File: src/rtl/pixel_write_queue_if.sv
// pixel_write_queue_if: rasterizer, clear-control and framebuffer-port signals of the pixel write queue
//   master: driver side (rasterizer, clear requester, memory arbiter)
//   slave : the queue itself (accepts pixels, issues framebuffer writes, reports status)
interface pixel_write_queue_if #(
    parameter int ADDR_W = 17,
    parameter int DATA_W = 4
);
    logic              fb_we;
    logic [9:0]        rast_x;
    logic [9:0]        rast_y;
    logic [DATA_W-1:0] fb_data;
    logic              in_ready;
    logic              clear_start;
    logic [DATA_W-1:0] clear_color;
    logic              clear_busy;
    logic              mem_grant;
    logic              mem_we;
    logic [ADDR_W-1:0] mem_addr;
    logic [DATA_W-1:0] mem_wdata;
    logic              overflow;
    logic [15:0]       drop_count;

    modport master (
        output fb_we, rast_x, rast_y, fb_data, clear_start, clear_color, mem_grant,
        input  in_ready, clear_busy, mem_we, mem_addr, mem_wdata, overflow, drop_count
    );

    modport slave (
        input  fb_we, rast_x, rast_y, fb_data, clear_start, clear_color, mem_grant,
        output in_ready, clear_busy, mem_we, mem_addr, mem_wdata, overflow, drop_count
    );
endinterface

File: src/rtl/pixel_write_queue.sv
// pixel_write_queue: buffers rasterizer pixel writes, linearises their addresses and drains them into the
// framebuffer write port on granted cycles; also runs the flush-then-fill frame-clear sequence.
//   clk_i      : system clock, posedge
//   sreset_n_i : synchronous reset, active low
//   bus        : pixel input (fb_we/rast_x/rast_y/fb_data/in_ready), clear control
//                (clear_start/clear_color/clear_busy), framebuffer port (mem_grant/mem_we/mem_addr/mem_wdata),
//                status (overflow/drop_count)
module pixel_write_queue #(
    parameter int DEPTH     = 16,
    parameter int WIDTH_PX  = 320,
    parameter int HEIGHT_PX = 240,
    parameter int ADDR_W    = 17,
    parameter int DATA_W    = 4
) (
    input logic               clk_i,
    input logic               sreset_n_i,
    pixel_write_queue_if.slave bus
);
    localparam int PTR_W = $clog2(DEPTH);
    localparam int TOTAL = WIDTH_PX * HEIGHT_PX;
    localparam logic [PTR_W:0] DEPTH_C = (PTR_W + 1)'(DEPTH);

    typedef enum logic [1:0] {RUN, FLUSH, CLEAR} state_e;

    state_e            state_q, state_d;
    logic [ADDR_W-1:0] fifo_addr_q [DEPTH];
    logic [DATA_W-1:0] fifo_data_q [DEPTH];
    logic [PTR_W-1:0]  wr_ptr_q, rd_ptr_q;
    logic [PTR_W:0]    count_q, count_d;
    logic [ADDR_W-1:0] clr_addr_q, clr_addr_d, last_addr_q;
    logic [DATA_W-1:0] color_q, last_data_q;
    logic              overflow_q;
    logic [15:0]       drop_q;
    logic              in_range, in_ready, push, pop, empty, last_px;

    assign in_range = (32'(bus.rast_x) < 32'(WIDTH_PX)) && (32'(bus.rast_y) < 32'(HEIGHT_PX));
    assign empty    = count_q == '0;
    // No full bypass: a full queue refuses a push even when a pop happens on the same edge.
    assign in_ready = (state_q == RUN) && (count_q < DEPTH_C);
    assign push     = bus.fb_we && in_ready && in_range;
    assign pop      = (state_q != CLEAR) && bus.mem_grant && !empty;
    assign last_px  = clr_addr_q == ADDR_W'(TOTAL - 1);
    assign count_d  = count_q + (PTR_W + 1)'(push) - (PTR_W + 1)'(pop);

    always_comb begin
        state_d    = state_q;
        clr_addr_d = clr_addr_q;
        case (state_q)
            RUN:   state_d = bus.clear_start ? FLUSH : RUN;
            FLUSH: begin
                state_d    = empty ? CLEAR : FLUSH;
                clr_addr_d = '0;
            end
            CLEAR: if (bus.mem_grant) begin
                clr_addr_d = clr_addr_q + 1'b1;
                state_d    = last_px ? RUN : CLEAR;
            end
            default: state_d = RUN;
        endcase
    end

    // When nothing is queued the port shows the last written value rather than a stale FIFO slot.
    assign bus.mem_we     = (state_q == CLEAR) ? bus.mem_grant : pop;
    assign bus.mem_addr   = (state_q == CLEAR) ? clr_addr_q : empty ? last_addr_q : fifo_addr_q[rd_ptr_q];
    assign bus.mem_wdata  = (state_q == CLEAR) ? color_q    : empty ? last_data_q : fifo_data_q[rd_ptr_q];
    assign bus.in_ready   = in_ready;
    assign bus.clear_busy = state_q != RUN;
    assign bus.overflow   = overflow_q;
    assign bus.drop_count = drop_q;

    always_ff @(posedge clk_i) begin
        if (push) begin
            fifo_addr_q[wr_ptr_q] <= ADDR_W'(32'(bus.rast_x) + 32'(WIDTH_PX) * 32'(bus.rast_y));
            fifo_data_q[wr_ptr_q] <= bus.fb_data;
        end
    end

    always_ff @(posedge clk_i) begin
        if (!sreset_n_i) begin
            state_q     <= RUN;
            wr_ptr_q    <= '0;
            rd_ptr_q    <= '0;
            count_q     <= '0;
            clr_addr_q  <= '0;
            color_q     <= '0;
            last_addr_q <= '0;
            last_data_q <= '0;
            overflow_q  <= 1'b0;
            drop_q      <= '0;
        end else begin
            state_q    <= state_d;
            clr_addr_q <= clr_addr_d;
            count_q    <= count_d;
            if (push) wr_ptr_q <= wr_ptr_q + 1'b1;
            if (pop) rd_ptr_q <= rd_ptr_q + 1'b1;
            if (state_q == RUN && bus.clear_start) color_q <= bus.clear_color;
            if (bus.mem_we) begin
                last_addr_q <= bus.mem_addr;
                last_data_q <= bus.mem_wdata;
            end
            if (bus.fb_we && in_range && !in_ready) overflow_q <= 1'b1;
            if (bus.fb_we && !push && drop_q != 16'hFFFF) drop_q <= drop_q + 16'd1;
        end
    end
endmodule

File: src/flat_wrapper.sv
// flat-port wrapper written by rule: the top's interface ports become plain ports
module pixel_write_queue_flat 
#(
    parameter int DEPTH     = 16,
    parameter int WIDTH_PX  = 320,
    parameter int HEIGHT_PX = 240,
    parameter int ADDR_W    = 17,
    parameter int DATA_W    = 4
)
  (clk_i, sreset_n_i, bus_fb_we, bus_rast_x, bus_rast_y, bus_fb_data, bus_clear_start, bus_clear_color, bus_mem_grant, bus_in_ready, bus_clear_busy, bus_mem_we, bus_mem_addr, bus_mem_wdata, bus_overflow, bus_drop_count);
  pixel_write_queue_if #(.ADDR_W(ADDR_W), .DATA_W(DATA_W)) bus_i ();
  input logic clk_i;
  input logic sreset_n_i;
  input wire logic [$bits(bus_i.fb_we)-1:0] bus_fb_we;
  input wire logic [$bits(bus_i.rast_x)-1:0] bus_rast_x;
  input wire logic [$bits(bus_i.rast_y)-1:0] bus_rast_y;
  input wire logic [$bits(bus_i.fb_data)-1:0] bus_fb_data;
  input wire logic [$bits(bus_i.clear_start)-1:0] bus_clear_start;
  input wire logic [$bits(bus_i.clear_color)-1:0] bus_clear_color;
  input wire logic [$bits(bus_i.mem_grant)-1:0] bus_mem_grant;
  output wire logic [$bits(bus_i.in_ready)-1:0] bus_in_ready;
  output wire logic [$bits(bus_i.clear_busy)-1:0] bus_clear_busy;
  output wire logic [$bits(bus_i.mem_we)-1:0] bus_mem_we;
  output wire logic [$bits(bus_i.mem_addr)-1:0] bus_mem_addr;
  output wire logic [$bits(bus_i.mem_wdata)-1:0] bus_mem_wdata;
  output wire logic [$bits(bus_i.overflow)-1:0] bus_overflow;
  output wire logic [$bits(bus_i.drop_count)-1:0] bus_drop_count;
  assign bus_i.fb_we = bus_fb_we;
  assign bus_i.rast_x = bus_rast_x;
  assign bus_i.rast_y = bus_rast_y;
  assign bus_i.fb_data = bus_fb_data;
  assign bus_i.clear_start = bus_clear_start;
  assign bus_i.clear_color = bus_clear_color;
  assign bus_i.mem_grant = bus_mem_grant;
  assign bus_in_ready = bus_i.in_ready;
  assign bus_clear_busy = bus_i.clear_busy;
  assign bus_mem_we = bus_i.mem_we;
  assign bus_mem_addr = bus_i.mem_addr;
  assign bus_mem_wdata = bus_i.mem_wdata;
  assign bus_overflow = bus_i.overflow;
  assign bus_drop_count = bus_i.drop_count;
  pixel_write_queue #(.DEPTH(DEPTH), .WIDTH_PX(WIDTH_PX), .HEIGHT_PX(HEIGHT_PX), .ADDR_W(ADDR_W), .DATA_W(DATA_W)) u_core (.clk_i(clk_i), .sreset_n_i(sreset_n_i), .bus(bus_i));
endmodule
File: config.mk
export PLATFORM = sky130hd
export DESIGN_NAME = pixel_write_queue_flat
export DESIGN_NICKNAME = d
export VERILOG_FILES = /design/src/rtl/pixel_write_queue_if.sv /design/src/rtl/pixel_write_queue.sv /design/src/flat_wrapper.sv
export SDC_FILE = /design/constraint.sdc
export NUM_CORES = 1
export LEC_CHECK = 0
export CAP_MARGIN = 20
export CORE_MARGIN = 1.5
export CORE_UTILIZATION = 40
export CTS_CLUSTER_DIAMETER = 120
export DETAILED_ROUTE_END_ITERATION = 12
export REMOVE_ABC_BUFFERS = 1
export SETUP_SLACK_MARGIN = 0.4
export SYNTH_ARGS = -nofsm -noshare
export SYNTH_HDL_FRONTEND = slang
export SYNTH_SLANG_ARGS = --single-unit
File: constraint.sdc
create_clock -name clk_i -period 7.2 [get_ports clk_i]
set_input_delay 1.08 -clock clk_i [delete_from_list [all_inputs] [get_ports clk_i]]
set_output_delay 1.08 -clock clk_i [all_outputs]
set_load 0.02 [all_outputs]
# After elaboration in Yosys (flattened, before gate mapping)
# Memories as Yosys holds them, arrays and structs flattened. A register that Yosys moved wholly into a read port is not among the register bits.
# Index checks and enable logic that the tools add are counted.
# Widths: inputs -> output; s select.
[word_totals] regBits=74 ram_bits=336 in_bits=33 out_inout_bits=41 word_cells=66 mem_count=2
[classes] n_addsub=7 n_mul=1 magnitude_cmp=3 n_eq_ne=6 n_mux=18 n_reduce_logical=19
[memory_table] name="u_core.fifo_addr_q" depth=16 width=17 read_ports=1 rd_ports_with_merged_regs=1 wr=1 line="pixel_write_queue.sv:26" rtl="logic [ADDR_W-1:0] fifo_addr_q [DEPTH];"
[memory_table] name="u_core.fifo_data_q" depth=16 width=4 read_ports=1 rd_ports_with_merged_regs=1 wr=1 line="pixel_write_queue.sv:27" rtl="logic [DATA_W-1:0] fifo_data_q [DEPTH];"
[ops] op="$mux 17" n=3
[ops] op="$pmux 17 s2" n=1
[ops] op="$mux 4" n=6
[ops] op="$add 10x17->17" n=1
[ops] op="$add 17x1->17 const B" n=1
[ops] op="$eq 17x17->1 const B" n=1
[ops] op="$add 16x1->16 const B" n=1
[ops] op="$ne 16x16->1 const B" n=1
[ops] op="$logic_and 1x1->1" n=11
[ops] op="$mul 3x10->11 const A" n=1
[ops] op="$lt 10x8->1 const B" n=1
[ops] op="$lt 10x9->1 const B" n=1
[ops] op="$add 4x1->4 const B" n=2
[ops] op="$mux 2" n=3
[ops] op="$pmux 2 s3" n=1
[ops] op="$add 5x1->5" n=1
[ops] op="$logic_not 5->1" n=1
[ops] op="$lt 5x5->1 const B" n=1
[ops] op="$sub 5x1->5" n=1
[ops] op="$mux 1" n=4
[ops] op="$ne 2x2->1 const B" n=2
[ops] op="$reduce_bool 2->1" n=2
[ops] op="$logic_not 1->1" n=3
[ops] op="$eq 2x1->1 const B" n=1
[ops] op="other kinds (3)" n=3

# Depth between registers and ports, before layout
[logic_depth] ltp_word=7 ltp_mapped=16 mapped_depth_nobuf=15

# Worst setup path after synthesis
# OpenSTA, ideal clock, no wires.
[synth_path] path_type="input to register" from="in bus_rast_x[9]" to="mem u_core.fifo_addr_q[4][0], enable pin" setup_time_ns=0.425 t_arrival_ns=3.478 required_time_ns=6.775 slack_ns=3.296 path_stages=5 path_buffers=1 path_cell_list="nor4b_1 -> and4_1 -> buf_2 -> nand2_1 -> nor3_1"
[synth_via] elab_chain_cells=5
[synth_rtl] item="from (decl)" line="flat_wrapper.sv:15" rtl="input wire logic [$bits(bus_i.rast_x)-1:0] bus_rast_x;"
[synth_rtl] item="$lt 10x9->1" line="pixel_write_queue.sv:36" rtl="assign in_range = (32'(bus.rast_x) < 32'(WIDTH_PX)) && (32'(bus.rast_y) < 32'(HEIGHT_PX));"
[synth_rtl] item="$logic_and 1x1->1" line="pixel_write_queue.sv:36"
[synth_rtl] item="$logic_and 1x1->1" line="pixel_write_queue.sv:40" rtl="assign push = bus.fb_we && in_ready && in_range;"
[synth_rtl] item="via u_core.push" line="pixel_write_queue.sv:34" rtl="logic in_range, in_ready, push, pop, empty, last_px;"
[synth_rtl] item="$mux 1" line="pixel_write_queue.sv:72" rtl="if (push) begin"
[synth_rtl] item="$mux 1 (implied by the code)" line="pixel_write_queue.sv:73" rtl="fifo_addr_q[wr_ptr_q] <= ADDR_W'(32'(bus.rast_x) + 32'(WIDTH_PX) * 32'(bus.rast_y));"
[synth_rtl] item="to (decl)" line="pixel_write_queue.sv:26"
# The timed path passes the listed nets, and every way through them passes these cells.

==> results.sh <==
export IMPL_clk_path_buf_depth=3
export IMPL_start_util=0.404
export IMPL_post_cts_buffers=0
export IMPL_syn_avg_cell_area_um2=16.3
export IMPL_slew_violations=0
export IMPL_critPathMaxFanout=57
export IMPL_syn2layout_area_growth_pct=16.2
export IMPL_worstSetupPathType="reg -> out"
export IMPL_yosys_area_share_simple=0.0776
export IMPL_cts_made_buffers=42
export IMPL_core_um2=43000
export IMPL_finClkSkew_ns=0.0192
export IMPL_via_per_inst=5.37
export IMPL_startpoint_type="flop"
export IMPL_hp_class="reg -> reg"
export IMPL_path_clk_slew_ns=0.06
export IMPL_final_antenna_net_count=0
export IMPL_drc=0
export IMPL_dieHeight_um=211
export IMPL_vias=9565
export IMPL_p_per_area_nw_per_um2=333
export IMPL_max_cap_viol_count=0
export IMPL_netlist_area_um2=17400
export IMPL_finalCriticalPeriod_ns=4.85
export IMPL_totalPowerFinal_mw=6.73
export IMPL_grt_pass1_wl_mm=59.2
export IMPL_cts_root_buf="clkbuf_16"
export IMPL_clock_sinks=414
export IMPL_overflow=0
export IMPL_grt_pass1_vias=9727
export IMPL_cts_htree_levels=2
export IMPL_antenna_cells=0
export IMPL_ys_warn_count=0
export IMPL_ys_ff_latch=414
export IMPL_grt_start_max_net_pins=58
export IMPL_drive_gt1_frac=0.189
export IMPL_relSlewSlack=0.323
export IMPL_power_leakage_nw=6.54
export IMPL_ys_seq_area_frac=0.671
export IMPL_worstSetupEndpointType="primary output"
export IMPL_synth_top_area_frac=0.581
export IMPL_cts_resized=0
export IMPL_synthAdderAreaFrac=0.0265
export IMPL_ir_drop_mv=0.165
export IMPL_ctsHoldBuffers=0
export IMPL_synthMuxAreaShare=0.142
export IMPL_clk_latency_ns=0.56
export IMPL_layout_setup_ws_ns=2.35
export IMPL_finalWeightedCongestion=0.796
export IMPL_firstDrtPassIters=5
export IMPL_drt_total_wl_mm=38.8
export IMPL_crit_required_ns=6.12
export IMPL_max_freq_mhz=206
export IMPL_synth_xor_area_share=0.0148
export IMPL_grt_usage=0.178
export IMPL_die_area_um2=44700
export IMPL_wire_per_inst_um=21.8
export IMPL_pre_cts_ws_ns=2.44
export IMPL_synth_edf_count=336
export IMPL_ys_top_cells_by_area="edfxtp_1 58%, mux4_2 14%, dfxtp_1 9.0%"
export IMPL_post_route_period_util=0.674
export IMPL_async_reset_ff_frac=0
export IMPL_hpwl_mm=23.4
export IMPL_final_cell_mix="336 x edfxtp_1, 105 x mux4_2, 105 x nor2_1, 74 x dfxtp_1, 73 x clkdlybuf4s50_1"
export IMPL_fin_util=0.470
export IMPL_drt_iter0_drc=841
export IMPL_cts_tree="yes"
export IMPL_antenna_found_initial=0
export IMPL_setup_tns_ns=0
export IMPL_synth_flop_cell="edfxtp_1"
export IMPL_worst_pin_slew_ns=1.01
export IMPL_nets=1234
export IMPL_crit_arrival_ns=3.77
export IMPL_io_pins=74
export IMPL_die_w_um=211
export IMPL_rsz0062_at_grt="false"
export IMPL_hold_viol=0
export IMPL_rows=76
export IMPL_synth_top_family_by_area="multiplexers"
export IMPL_status="finished, final reports clean"
export IMPL_synth_compound_area_frac=0.0466
export IMPL_port_buffers=73
export IMPL_netlist_instances=1067
export IMPL_synth_top_area_cell="edfxtp_1"
export IMPL_yosysUniqueCellTypes=66
export IMPL_final_common_cell="edfxtp_1"
export IMPL_setup_viol=0
-- metrics by stage --
step | hold WS, ns | cells | cell area (um2)
after floorplan | 0.468 | 1015 | 17100
after global placement | 0.455 | 1703 | 18800
after detailed placement | 0.471 | 1704 | 18900
after CTS | 0.484 | 1779 | 20200
after global routing | 0.503 | 1782 | 20200
final | 0.481 | 1782 | 20200
-- worst max-delay path: stages (launching register included) --
cell	delay (ns)
dfxtp_4	0.92
buf_4	0.50
mux4_2	0.38
mux4_2	0.53
nand2_1	0.11
a31oi_1	0.15
clkdlybuf4s50_1	0.59
-- cell type report --
type	instances	area [um2]
fillers	3699	22800
flip-flops and latches	414	11700
multi-input cells	572	5390
clock buffers	50	1090
repair buffers	107	990
well taps	585	732
clock inverters	25	228
inverters	29	109
-- cell families (layout without fill, tap and decap cells) --
| group | count (synthesis) | in the layout |
|---|---|---|
| AO/OA/AOI/OAI | 115 | 115 |
| XOR/XNOR | 27 | 27 |
| adder cells (fa/ha/maj) | 35 | 35 |
| buffers and inverters | 81 | 211 |
| flip-flops | 414 | 414 |
| multiplexers | 115 | 115 |
| AND/OR/NAND/NOR | 280 | 280 |
-- cells in the mapped netlist (7+ instances only) --
| cell type | instances |
|---|---|
| nor2_1 | 109 |
| and2_1 | 11 |
| buf_2 | 7 |
| edfxtp_1 | 336 |
| xor2_1 | 13 |
| o221ai_1 | 21 |
| a31oi_1 | 22 |
| nand2_1 | 66 |
| o21ai_0 | 7 |
| inv_1 | 27 |
| a21oi_1 | 26 |
| or4_1 | 7 |
| mux2i_1 | 8 |
| and4_1 | 7 |
| or3_1 | 8 |
| o31ai_1 | 7 |
| dfxtp_1 | 78 |
| clkbuf_1 | 33 |
| nand3_1 | 21 |
| buf_6 | 9 |
| o211ai_1 | 7 |
| ha_1 | 32 |
| mux4_2 | 105 |
| xnor2_1 | 12 |
| nor3_1 | 13 |
-- routing by layer --
| metal | part of all wire | vias to the layer above | global-route usage |
|---|---|---|---|
| li1 | - | 4401 | - |
| met1 | 0.43 | 4942 | 0.234 |
| met2 | 0.52 | 186 | 0.311 |
| met3 | 0.041 | 36 | 0.0280 |
| met4 | 0.014 | 0 | 0.0399 |
| met5 | 0 | - | 0 |
-- registers in the layout (all words and copies together) (netlist names), named ones only --
register and flops:
u_core.bus.drop_count 16, u_core.count_q 5, u_core.last_addr_q 17, u_core.fifo_addr_q 272, u_core.wr_ptr_q 4, u_core.state_q 2
u_core.rd_ptr_q 4, u_core.fifo_data_q 64, u_core.clr_addr_q 17, u_core.color_q 4, u_core.last_data_q 4, u_core.bus.overflow 1
-- worst paths after layout --
check	start	to	slack, ns	cells after the start
setup / recovery	flop	bus_mem_addr[5]	2.35	6
hold reg to reg	u_core.bus.overflow$_SDFFE_PN0P_	u_core.bus.overflow$_SDFFE_PN0P_	0.48	2
setup reg to reg	u_core.count_q[2]$_SDFF_PN0_	u_core.count_q[4]$_SDFF_PN0_	3.44	16
hold / removal	u_core.bus.overflow$_SDFFE_PN0P_	u_core.bus.overflow$_SDFFE_PN0P_	0.48	2
-- power breakdown --
group / switching (mW) / leakage (nW) / internal (mW) / total, mW
sequential: 0.147 / 3.66 / 2.74 / 2.89
combinational: 0.906 / 2.24 / 0.857 / 1.76
clock: 0.907 / 0.635 / 1.17 / 2.07
No activity file was read; power rests on OpenSTA's default activity.
